--- config.mk ---
export PLATFORM = sky130hd
export DESIGN_NAME = dmem_arbiter
export DESIGN_NICKNAME = d
export VERILOG_FILES = /design/src/rtl/dmem_arbiter_pkg.sv /design/src/rtl/dmem_arbiter_sat_counter.sv /design/src/rtl/dmem_arbiter.sv
export SDC_FILE = /design/constraint.sdc
export NUM_CORES = 1
export LEC_CHECK = 0
export CAP_MARGIN = 40
export CELL_PAD_IN_SITES_DETAIL_PLACEMENT = 1
export CELL_PAD_IN_SITES_GLOBAL_PLACEMENT = 2
export CORE_MARGIN = 4
export CORE_UTILIZATION = 14
export CTS_BUF_LIST = sky130_fd_sc_hd__clkbuf_8
export DETAILED_ROUTE_END_ITERATION = 8
export GPL_ROUTABILITY_DRIVEN = 0
export PLACE_DENSITY_LB_ADDON = 0.1
export SETUP_SLACK_MARGIN = 0.3
export SLEW_MARGIN = 20
export SYNTH_ARGS = -nofsm -noshare
export SYNTH_HDL_FRONTEND = slang
export SYNTH_SLANG_ARGS = --single-unit
--- constraint.sdc ---
create_clock -name clk -period 2.4 [get_ports clk]
set_clock_uncertainty 0.1 [all_clocks]
set_input_delay 0.48 -clock clk [delete_from_list [all_inputs] [get_ports clk]]
set_output_delay 0.48 -clock clk [all_outputs]
set_load 0.05 [all_outputs]
--- src/rtl/dmem_arbiter_pkg.sv ---
// Shared types for the data-memory arbiter: FSM states, owner select, counter sizing.
package dmem_arbiter_pkg;

  typedef enum logic [1:0] {
    StCpu   = 2'd0,
    StDma   = 2'd1,
    StGuard = 2'd2
  } arbState_t;

  typedef enum logic {
    OwnCpu = 1'b0,
    OwnDma = 1'b1
  } owner_t;

  // Bits needed to hold values 0..maxVal (at least one bit).
  function automatic int unsigned cntWidth(input int unsigned maxVal);
    return (maxVal < 1) ? 1 : $clog2(maxVal + 1);
  endfunction

endpackage

--- src/rtl/dmem_arbiter_sat_counter.sv ---
// Saturating up-counter with synchronous clear; clear wins over increment.
module dmem_arbiter_sat_counter #(
  parameter int unsigned WIDTH = 3,
  parameter int unsigned MAX   = 7
) (
  input  logic             clk,
  input  logic             reset,
  input  logic             inc,
  input  logic             clr,
  output logic [WIDTH-1:0] count
);

  localparam logic [WIDTH-1:0] MaxVal = WIDTH'(MAX);

  // Count register: clear, else increment until MAX.
  always_ff @(posedge clk or posedge reset) begin
    if (reset) begin
      count <= '0;
    end else if (clr) begin
      count <= '0;
    end else if (inc && (count != MaxVal)) begin
      count <= count + 1'b1;
    end
  end

endmodule

--- src/rtl/dmem_arbiter.sv ---
// Single-port data memory arbiter: CPU (MEM stage) has priority, a DMA/loader port gets
// opportunistic beats when the CPU is idle and a forced burst after STARVE_LIMIT refusals.
// A one-cycle guard after every burst guarantees the CPU makes progress.
module dmem_arbiter
  import dmem_arbiter_pkg::*;
#(
  parameter int unsigned AW           = 32,
  parameter int unsigned DW           = 32,
  parameter int unsigned STARVE_LIMIT = 4,
  parameter int unsigned BURST_MAX    = 8
) (
  input  logic          clk,
  input  logic          reset,
  input  logic          cpu_req,
  input  logic          cpu_we,
  input  logic [AW-1:0] cpu_addr,
  input  logic [DW-1:0] cpu_wdata,
  input  logic [DW/8-1:0] cpu_be,
  output logic [DW-1:0] cpu_rdata,
  output logic          cpu_stall,
  input  logic          dma_valid,
  input  logic          dma_we,
  input  logic [AW-1:0] dma_addr,
  input  logic [DW-1:0] dma_wdata,
  input  logic [DW/8-1:0] dma_be,
  input  logic          dma_last,
  output logic          dma_ready,
  output logic [DW-1:0] dma_rdata,
  output logic          dma_rvalid,
  output logic          mem_we,
  output logic [AW-1:0] mem_addr,
  output logic [DW-1:0] mem_wdata,
  output logic [DW/8-1:0] mem_be,
  input  logic [DW-1:0] mem_rdata
);

  localparam int unsigned SW = cntWidth(STARVE_LIMIT - 1);
  localparam int unsigned BW = cntWidth(BURST_MAX - 1);
  localparam logic [SW-1:0] StarveTop = SW'(STARVE_LIMIT - 1);
  localparam logic [BW-1:0] BeatTop   = BW'(BURST_MAX - 1);

  arbState_t state, nextState;
  owner_t    owner;
  logic      dmaAccept;
  logic      starveInc, starveClr, beatInc, beatClr;
  logic [SW-1:0] starveCnt;
  logic [BW-1:0] beatCnt;

  dmem_arbiter_sat_counter #(
    .WIDTH (SW),
    .MAX   (STARVE_LIMIT - 1)
  ) u_starve_cnt (
    .clk   (clk),
    .reset (reset),
    .inc   (starveInc),
    .clr   (starveClr),
    .count (starveCnt)
  );

  dmem_arbiter_sat_counter #(
    .WIDTH (BW),
    .MAX   (BURST_MAX - 1)
  ) u_beat_cnt (
    .clk   (clk),
    .reset (reset),
    .inc   (beatInc),
    .clr   (beatClr),
    .count (beatCnt)
  );

  // State register.
  always_ff @(posedge clk or posedge reset) begin
    if (reset) begin
      state <= StCpu;
    end else begin
      state <= nextState;
    end
  end

  // Next-state, handshake and counter control.
  always_comb begin
    nextState = state;
    dma_ready = 1'b0;
    cpu_stall = 1'b0;
    starveInc = 1'b0;
    starveClr = 1'b1;  // held at zero unless a refusal in CPU state bumps it
    beatInc   = 1'b0;
    beatClr   = 1'b0;
    unique case (state)
      StCpu: begin
        if (!cpu_req) begin
          dma_ready = dma_valid;
        end
        if (dma_valid && !dma_ready) begin
          if (starveCnt == StarveTop) begin
            nextState = StDma;
          end else begin
            starveInc = 1'b1;
            starveClr = 1'b0;
          end
        end
      end
      StDma: begin
        dma_ready = dma_valid;
        cpu_stall = cpu_req;
        beatInc   = dma_valid;
        // Last beat and burst limit may coincide; either gives the same single exit.
        if (!dma_valid || dma_last || (beatCnt == BeatTop)) begin
          nextState = StGuard;
          beatClr   = 1'b1;
        end
      end
      StGuard: begin
        nextState = StCpu;
      end
      default: begin
        nextState = StCpu;
      end
    endcase
  end

  assign dmaAccept = dma_valid & dma_ready;
  assign owner     = dmaAccept ? OwnDma : OwnCpu;

  // Memory port mux; when nobody is active the CPU fields drive and the write is suppressed.
  always_comb begin
    mem_addr  = cpu_addr;
    mem_wdata = cpu_wdata;
    mem_be    = cpu_be;
    mem_we    = cpu_req & cpu_we & ~cpu_stall;
    if (owner == OwnDma) begin
      mem_addr  = dma_addr;
      mem_wdata = dma_wdata;
      mem_be    = dma_be;
      mem_we    = dma_we;
    end
  end

  assign cpu_rdata = mem_rdata;

  // DMA read return: capture data on an accepted read beat, present it the next cycle.
  always_ff @(posedge clk or posedge reset) begin
    if (reset) begin
      dma_rvalid <= 1'b0;
      dma_rdata  <= '0;
    end else if (dmaAccept && !dma_we) begin
      dma_rvalid <= 1'b1;
      dma_rdata  <= mem_rdata;
    end else begin
      dma_rvalid <= 1'b0;
    end
  end

endmodule
==> results of run 1 <==
## critical path, stage by stage, from the launching register on
cell	delay, ns
dfrtp_1	0.40
and2b_2	0.25
nand2_4	0.08
buf_6	0.13
buf_12	0.12
buf_16	0.14
mux2_4	0.31
buf_12	0.15
## power by group through the flow
stage | sequential, mW | combinational [mW] | clock (mW)
after floorplan | 1.21 | 0.743 | 0
after global placement | 0.839 | 2.22 | 0
after detailed placement | 0.847 | 2.23 | 0
after CTS | 0.833 | 2.34 | 0.642
after global routing | 0.845 | 2.40 | 0.681
final | 0.829 | 2.32 | 0.612
## layout make-up
cell class                      count  area, µm²
Antenna cell                        1       2.50
Clock buffer                        7       96.3
Clock inverter                      1       30.0
Fill cell                        1951      11200
Inverter                            4       17.5
Multi-Input combinational cell    121       1530
Sequential cell                    40       1000
Tap cell                          234        293
Timing Repair Buffer              337       4580
## metal layers
metal / part of all wire / up-vias
met2: 0.55 / 153
li1: - / 1316
met3: 0.081 / 6
met4: 0.0073 / 2
met1: 0.36 / 1337
met5: 0.00087 / -
## flip-flops by register name (all words and copies together) (netlist names)
register            count
dma_rdata              32
u_beat_cnt.count        3
state                   2
u_starve_cnt.count      2
dma_rvalid              1
## cell families after synthesis
kind of cell | Yosys count | share of synthesized area
AO/OA/AOI/OAI | 5 | 0.0154
adder cells (fa/ha/maj) | 3 | 0.0140
buffers and inverters | 46 | 0.126
flip-flops | 40 | 0.374
multiplexers | 101 | 0.437
AND/OR/NAND/NOR | 12 | 0.0341
## synth_stat cells, drive strengths merged
library cell    n
a21oi           1
a22o            2
a31o            1
a32o            1
and2b           1
and3            1
buf            42
dfrtp          40
ha              3
inv             4
mux2          101
nand2           1
nand2b          3
nor2            2
nor2b           1
nor3            1
nor4            2
## path summary, 6_finish.rpt
check,end,slack (ns),cells after the start
min in group clk,u_starve_cnt.count[0],0.35,1
worst max register to register,u_beat_cnt.count[0],0.75,6
worst min register to register,u_starve_cnt.count[0],0.35,1
max in group asynchronous,dma_rdata[13],1.34,4
worst max-delay path,mem_wdata[8],-0.06,7
worst min-delay path,dma_rdata[17],0.27,2
## what timing repair did
item,CTS,global route
setup endpoints to repair,71,77
gates cloned,5,1
buffers inserted,7,1
pin swaps,1,2
resized for setup,61,11
==> reports/summary.txt, run 1 <==
routed wire length: 15000 µm
Routed WL per cell: 20.1 µm
peak supply drop: 0.000260 V
DPL Wire Length: 12900 µm
GRT Overall Usage: 0.135
fin. max-slew vios: 0
clock sinks: 40
sw frac: 0.393
syn_nets: 385
Final Util: 0.402
met3 usage: 0.0487
pin count of the biggest net entering global routing: 34
count of cell types in the netlist: 23
fin nets: 687
most frequent cells in the layout: clkdlybuf4s50_1 (198), buf_12 (108), mux2_4 (56), dfrtp_1 (40), mux2_2 (35)
Final Cell Area: 7550 µm²
Port Buffer Count: 310
antenna viol nets, final: 0
initial antenna violation count: 2
register area share after synthesis: 0.374
Syn-to-layout area delta: 182%
Final WS setup: -0.0645 ns
sequential cell fraction of total power: 0.220
row cnt: 50
layout cells sized above 1: 0.465
die width: 146 µm
crit path launch type: flip-flop
Logic pwr share: 0.617
H-Tree Depth: 2
top cell type's share of synthesized area: 0.374
Reg2Reg Launch Point: state[1]
Reg clk slew, reported paths: 0.09 ns
Worst Max-Slew Pin Slew: 0.531 ns
CP Capture Type: output port
Initial DRC Count: 43
Post-Syn Area: 2680 µm²
met2 usage: 0.259
Avg Cell Area, Syn: 12.9 µm²
failing checks: negative setup slack
setup_tns: -1.30 ns
clock network fraction of total power: 0.163
Internal: 2.29 mW
Post-Layout Cell Count: 745
CTS max path bufs: 2
status: complete, but fails checks
Fmax: 406 MHz
max_slew headroom: 0.645
number of global-route vias before repair: 3311
# placed instances: 721
Max Cap Viol: 0
later-pin clock latency in the skew report: 0.29 ns
total power: 3.77 mW
Final Setup Violations: 33
Core ar.: 18800 µm²
Worst Path Class, Setup: flip-flop to output port
Power Dens Cells: 498 nW/µm²
Inserted Clock Buffers: 5
RSZ-0062 raised after global routing: true
CP Max Fanout: 7
NetSw: 1.48 mW
Hold Vio Cnt, Final: 0
busiest layer in global routing: met2
worst slack, placed: -0.245 ns
cell taking the most area after synthesis: dfrtp_1
router iterations before antenna repair: 4
Ports: 311
fin crit period: 2.46 ns
CTS Hold Buffers Added: 0
post-DR vias/cell: 3.78
Synth area leaders: dfrtp_1 (37%), mux2_2 (34%), buf_4 (9.0%)
DR vias: 2814
CTS root buf: clkbuf_8
GRT overflow: 0
CP Launch Point: state[1]
Critical Path AT: 1.88 ns
dpl cell area: 6900 µm²
Die Span Y: 146 µm
met1 usage: 0.144
Req. time, crit path: 1.82 ns
residual DRC count: 0
Leak: 3.41 nW
Die ar.: 21400 µm²
yosys warns: 0
#FFs+latches synth: 40
Syn Inst Count: 207
Hold WS: 0.273 ns
Hold WC Path Type: input pin to asynchronous set/reset pin
first-pass GRT wire length: 21900 µm
most common cell after layout, fill and taps aside: clkdlybuf4s50_1
Initial Util: 0.143
Final Cycle Share: 1.03
CTS tree: yes
Note: power is estimated with default switching activity, not from simulation.
==> run 2: changes to the inputs <==
--- a/config.mk
+++ b/config.mk
@@ -5,12 +5,14 @@
 export SDC_FILE = /design/constraint.sdc
 export NUM_CORES = 1
 export LEC_CHECK = 0
+export ABC_AREA = 1
 export CAP_MARGIN = 40
 export CELL_PAD_IN_SITES_DETAIL_PLACEMENT = 1
 export CELL_PAD_IN_SITES_GLOBAL_PLACEMENT = 2
 export CORE_MARGIN = 4
-export CORE_UTILIZATION = 14
+export CORE_UTILIZATION = 12
 export CTS_BUF_LIST = sky130_fd_sc_hd__clkbuf_8
+export CTS_CLUSTER_SIZE = 8
 export DETAILED_ROUTE_END_ITERATION = 8
 export GPL_ROUTABILITY_DRIVEN = 0
 export PLACE_DENSITY_LB_ADDON = 0.1
==> reports/summary.txt, run 2 <==
setup_tns: 0 ns
# placed instances: 1020
crit path launch type: flip-flop
Reg2Reg Setup Slack: 0.68 ns
fin crit period: 2.25 ns
Initial Util: 0.123
Port Buffer Count: 310
pin count of the biggest net entering global routing: 41
Hold WS: 0.341 ns
max reg flops: 32
Routed WL per cell: 18.0 µm
layout cells sized above 1: 0.313
Hold WC Path Type: flip-flop to flip-flop
initial antenna violation count: 4
Leak: 3.98 nW
Critical Path AT: 1.67 ns
Main synth FF type: dfrtp_1
row cnt: 55
syn_nets: 620
DPL Wire Length: 14100 µm
Post-Syn Area: 2820 µm²
Post-Layout Cell Count: 1052
Die Span Y: 161 µm
Largest regs: dma_rdata x32, u_beat_cnt.count x3
antenna viol nets, final: 0
Worst Max-Slew Pin Slew: 0.572 ns
DR vias: 3976
CTS root buf: clkbuf_8
dpl cell area: 7090 µm²
Fmax: 444 MHz
die width: 161 µm
number of global-route vias before repair: 4458
residual DRC count: 0
Final Util: 0.350
Power Dens Cells: 454 nW/µm²
router iterations before antenna repair: 4
H-Tree Depth: 2
most frequent cells in the layout: nand2_1 (199), clkdlybuf4s50_1 (182), buf_12 (110), nand2_2 (56), dfrtp_1 (40)
register area share after synthesis: 0.355
Max Cap Viol: 0
status: finished, final reports clean
routed wire length: 19000 µm
Syn Inst Count: 442
clock sinks: 40
Final Setup Violations: 0
Ports: 311
Syn-to-layout area delta: 184%
top cells by count, synth: nand2_1 (278), dfrtp_1 (40), buf_4 (39)
Worst Path Class, Setup: flip-flop to output port
Hold Vio Cnt, Final: 0
CTS tree: yes
Core ar.: 22900 µm²
fin nets: 912
number of synthesized flops with an enable pin: 0
peak supply drop: 0.000234 V
Synth area leaders: nand2_1 (37%), dfrtp_1 (35%), buf_4 (10%)
CTS max path bufs: 2
most common cell after layout, fill and taps aside: nand2_1
top cell type's share of synthesized area: 0.370
Avg Cell Area, Syn: 6.38 µm²
Initial DRC Count: 87
yosys warns: 0
Final Cycle Share: 0.939
CP Capture Type: output port
RSZ-0062 raised after global routing: true
GRT Overall Usage: 0.139
Req. time, crit path: 1.82 ns
post-DR vias/cell: 3.78
Biggest register: dma_rdata
Reg clk slew, reported paths: 0.08 ns
GRT overflow: 0
later-pin clock latency in the skew report: 0.30 ns
count of cell types in the netlist: 17
Final Cell Area: 8020 µm²
first-pass GRT wire length: 27700 µm
most frequent cell after synthesis: nand2_1
CP Max Fanout: 7
max_slew headroom: 0.618
fin. max-slew vios: 0
Inserted Clock Buffers: 5
#FFs+latches synth: 40
cell taking the most area after synthesis: nand2_1
ys async rst share: 1.00
Die ar.: 26000 µm²
## run 2: cell types whose count changed after synthesis, sizes merged, moves of 2 or more
cell / delta
mux2: -101
nor2: +5
nor4: -2
nand2b: -3
nand4: +34
buf: +9
inv: +9
clkbuf: +7
nand3: +5
nand2: +279
a22o: -2
## run 2: where the power goes
group / switching (mW) / internal, mW
combinational: 1.28 / 1.05
sequential: 0.0491 / 0.769
clock: 0.260 / 0.233
total: 1.58 / 2.06
## run 2: layer usage
metal / global-route usage / up-vias / wire length, µm / part of all wire
met5: 0 / - / 0 / 0
met4: 0.0333 / 0 / 223 / 0.012
met3: 0.0373 / 11 / 1050 / 0.055
met2: 0.267 / 140 / 10800 / 0.57
met1: 0.150 / 1887 / 6920 / 0.36
li1: - / 1938 / - / -
## run 2: final timing paths
| path | startpoint | depth (start not counted) | endpoint |
|---|---|---|---|
| hold / removal | u_starve_cnt.count[0] | 1 | u_starve_cnt.count[0] |
| max in group asynchronous | reset | 3 | u_starve_cnt.count[0] |
| min in group asynchronous | reset | 3 | dma_rdata[9] |
| setup reg to reg | state[1] | 6 | dma_rdata[21] |
| hold reg to reg | u_starve_cnt.count[0] | 1 | u_starve_cnt.count[0] |
| setup / recovery | state[0] | 10 | mem_wdata[21] |
## run 2: kinds of logic (layout without fill, tap and decap cells)
family	Yosys count	count (layout)	share of synthesized area
compound gates	1	1	0.00177
fa+ha+maj	3	3	0.0133
buf+inv	71	364	0.157
flops	40	40	0.355
other cells	0	4	0
simple gates	327	327	0.473
## run 2: final cells by class
class / instances / area, µm²
Antenna cell: 4 / 10.0
Clock buffer: 6 / 82.6
Clock inverter: 2 / 15.0
Fill cell: 2625 / 14900
Inverter: 13 / 56.3
Multi-Input combinational cell: 331 / 1700
Sequential cell: 40 / 1000
Tap cell: 313 / 392
Timing Repair Buffer: 343 / 4760
## run 2: worst max-delay path: stages, from the launching register on
cell and delay, ns:
dfrtp_1 0.40, inv_2 0.09, nand2_4 0.05, nand2_4 0.11, inv_8 0.06, buf_6 0.13, buf_12 0.12, buf_16 0.13
nand2_1 0.07, nand2_2 0.06, buf_12 0.14
## run 2: what timing repair did
action                                  4_1_cts  5_1_grt
gates cloned                                  9        1
hold buffers                                  0        0
gates resized for setup                     113       39
buffers inserted                              8        2
pin swaps                                    13        9
endpoints found under the setup margin       71       94
## run 2: stage by stage
step / power [mW] / setup WS [ns]
finish: 3.64 / 0.145
global route: 3.82 / 0.0473
CTS: 3.69 / 0.136
detailed placement: 3.02 / -0.105
global placement: 3.01 / -0.0770
floorplan: 1.89 / 0.330
==> run 3: changes to the inputs <==
--- a/config.mk
+++ b/config.mk
@@ -9,11 +9,12 @@
 export CAP_MARGIN = 40
 export CELL_PAD_IN_SITES_DETAIL_PLACEMENT = 1
 export CELL_PAD_IN_SITES_GLOBAL_PLACEMENT = 2
-export CORE_MARGIN = 4
-export CORE_UTILIZATION = 12
+export CORE_AREA = 4 4 118 120
 export CTS_BUF_LIST = sky130_fd_sc_hd__clkbuf_8
 export CTS_CLUSTER_SIZE = 8
 export DETAILED_ROUTE_END_ITERATION = 8
+export DIE_AREA = 0 0 122 124
+export DONT_BUFFER_PORTS = 1
 export GPL_ROUTABILITY_DRIVEN = 0
 export PLACE_DENSITY_LB_ADDON = 0.1
 export SETUP_SLACK_MARGIN = 0.3
==> reports/summary.txt, run 3 (synthesized netlist as in run 2, its figures left out) <==
fin. max-slew vios: 0
Biggest register: dma_rdata
CTS max path bufs: 2
Initial DRC Count: 144
residual DRC count: 0
later-pin clock latency in the skew report: 0.29 ns
Reg2Reg Setup Slack: 0.65 ns
peak supply drop: 0.000299 V
Critical Path AT: 1.63 ns
most common cell after layout, fill and taps aside: nand2_1
Layout fillers: 1520
Max Cap Viol: 0
fin nets: 669
max layer used: met4
Routed WL per cell: 22.9 µm
Ports: 311
CP Capture Type: output port
max_slew headroom: 0.642
number of global-route vias before repair: 3264
crit path launch type: flip-flop
Post-Route M1 WL: 5660 µm
CTS tree: yes
Syn-to-layout area delta: 82.0%
status: finished, final reports clean
Reg clk slew, reported paths: 0.08 ns
Final Util: 0.396
Logic pwr share: 0.442
CTS root buf: clkbuf_8
die width: 122 µm
Power Dens Cells: 570 nW/µm²
# diodes: 0
reg2reg end: dma_rdata[16]
first-pass GRT wire length: 20200 µm
Largest regs: dma_rdata x32, u_beat_cnt.count x3
cell count of the worst reg-to-reg path: 8
met2 routed WL: 8230 µm
Worst Max-Slew Pin Slew: 0.537 ns
footprint of the multi-input gates: 1870 µm²
register area: 1000 µm²
GRT overflow: 0
DPL Wire Length: 10300 µm
CTS Hold Buffers Added: 0
Leak: 2.68 nW
fin crit period: 2.21 ns
setup_tns: 0 ns
CP Max Fanout: 8
end of the critical path: mem_addr[28]
NetSw: 1.37 mW
sw frac: 0.468
routed wire length: 15300 µm
sequential cell fraction of total power: 0.392
Initial Util: 0.217
Port Buffer Count: 0
DR WL met3: 1110 µm
Core ar.: 13000 µm²
Final Setup Violations: 0
pin count of the biggest net entering global routing: 41
GRT Overall Usage: 0.175
post-DR vias/cell: 4.68
H-Tree Depth: 2
Final Cycle Share: 0.919
Hold WC Path Type: input pin to asynchronous set/reset pin
clock sinks: 40
Fmax: 453 MHz
clock network fraction of total power: 0.165
RSZ-0062 raised after global routing: true
most frequent cells in the layout: nand2_1 (191), buf_12 (72), nand2_4 (50), dfrtp_1 (40), nand2_2 (38)
Inserted Clock Buffers: 5
Worst Path Class, Setup: flip-flop to output port
Req. time, crit path: 1.82 ns
Internal: 1.56 mW
layout cells sized above 1: 0.415
antenna viol nets, final: 0
Die Span Y: 124 µm
CP Launch Point: state[0]
DR vias: 3126
router iterations before antenna repair: 4
initial antenna violation count: 0
Reg2Reg Launch Point: state[0]
Die ar.: 15100 µm²
row cnt: 42
max reg flops: 32
Hold Vio Cnt, Final: 0
-- run 3: layer usage --
| metal | track usage | up-vias |
|---|---|---|
| met2 | 0.313 | 165 |
| met1 | 0.202 | 1499 |
| li1 | - | 1443 |
| met4 | 0.0490 | 0 |
| met5 | 0 | - |
| met3 | 0.0550 | 19 |
-- run 3: worst min-delay path by stage --
| stage | end | slack [ns] | cells past startpoint |
|---|---|---|---|
| 3_5_place_dp | u_starve_cnt.count[0] | 0.34 | 1 |
| 2_1_floorplan | u_starve_cnt.count[0] | 0.31 | 1 |
| 6_report | dma_rdata[17] | 0.11 | 2 |
| 4_1_cts | u_beat_cnt.count[1] | 0.11 | 2 |
| 5_1_grt | u_starve_cnt.count[1] | 0.14 | 2 |
| 3_3_place_gp | u_starve_cnt.count[0] | 0.32 | 1 |
-- run 3: timing repair --
item / 4_1_cts / 5_1_grt
pin swaps: 9 / 22
endpoints found under the setup margin: 71 / 71
buffers inserted: 6 / 3
gates cloned: 7 / 5
gates resized for setup: 61 / 101
-- run 3: cell type report --
type | count | area share
Multi-Input combinational cell | 331 | 0.364
Inverter | 13 | 0.0119
Clock buffer | 6 | 0.0161
Clock inverter | 2 | 0.00195
Timing Repair Buffer | 100 | 0.368
Tap cell | 176 | 0.0429
Sequential cell | 40 | 0.195
-- run 3: power by group through the flow --
stage / Combinational (mW) / Clock [mW] / Sequential, mW
6_report: 1.30 / 0.483 / 1.15
5_1_grt: 1.37 / 0.536 / 1.16
4_1_cts: 1.22 / 0.507 / 1.15
3_5_place_dp: 1.13 / 0 / 1.17
3_3_place_gp: 1.11 / 0 / 1.17
2_1_floorplan: 0.748 / 0 / 1.14
-- run 3: metrics by stage --
stage | power [mW] | hold slack (ns) | area (µm²) | setup WS (ns) | cells
after floorplan | 1.89 | 0.309 | 2820 | 0.330 | 442
after global placement | 2.28 | 0.321 | 4130 | 0.425 | 639
after CTS | 2.88 | 0.111 | 4650 | 0.174 | 660
after detailed placement | 2.29 | 0.340 | 4130 | 0.392 | 639
after global routing | 3.07 | 0.145 | 5140 | 0.103 | 668
final | 2.93 | 0.107 | 5140 | 0.193 | 668
-- run 3: critical path: stages, from the launching register on --
cell       delay, ns
dfrtp_1         0.40
inv_2           0.09
nand2_4         0.07
nand2_8         0.10
clkinv_8        0.07
buf_6           0.13
clkbuf_16       0.17
nand2_2         0.07
nand2_2         0.07
buf_12          0.15
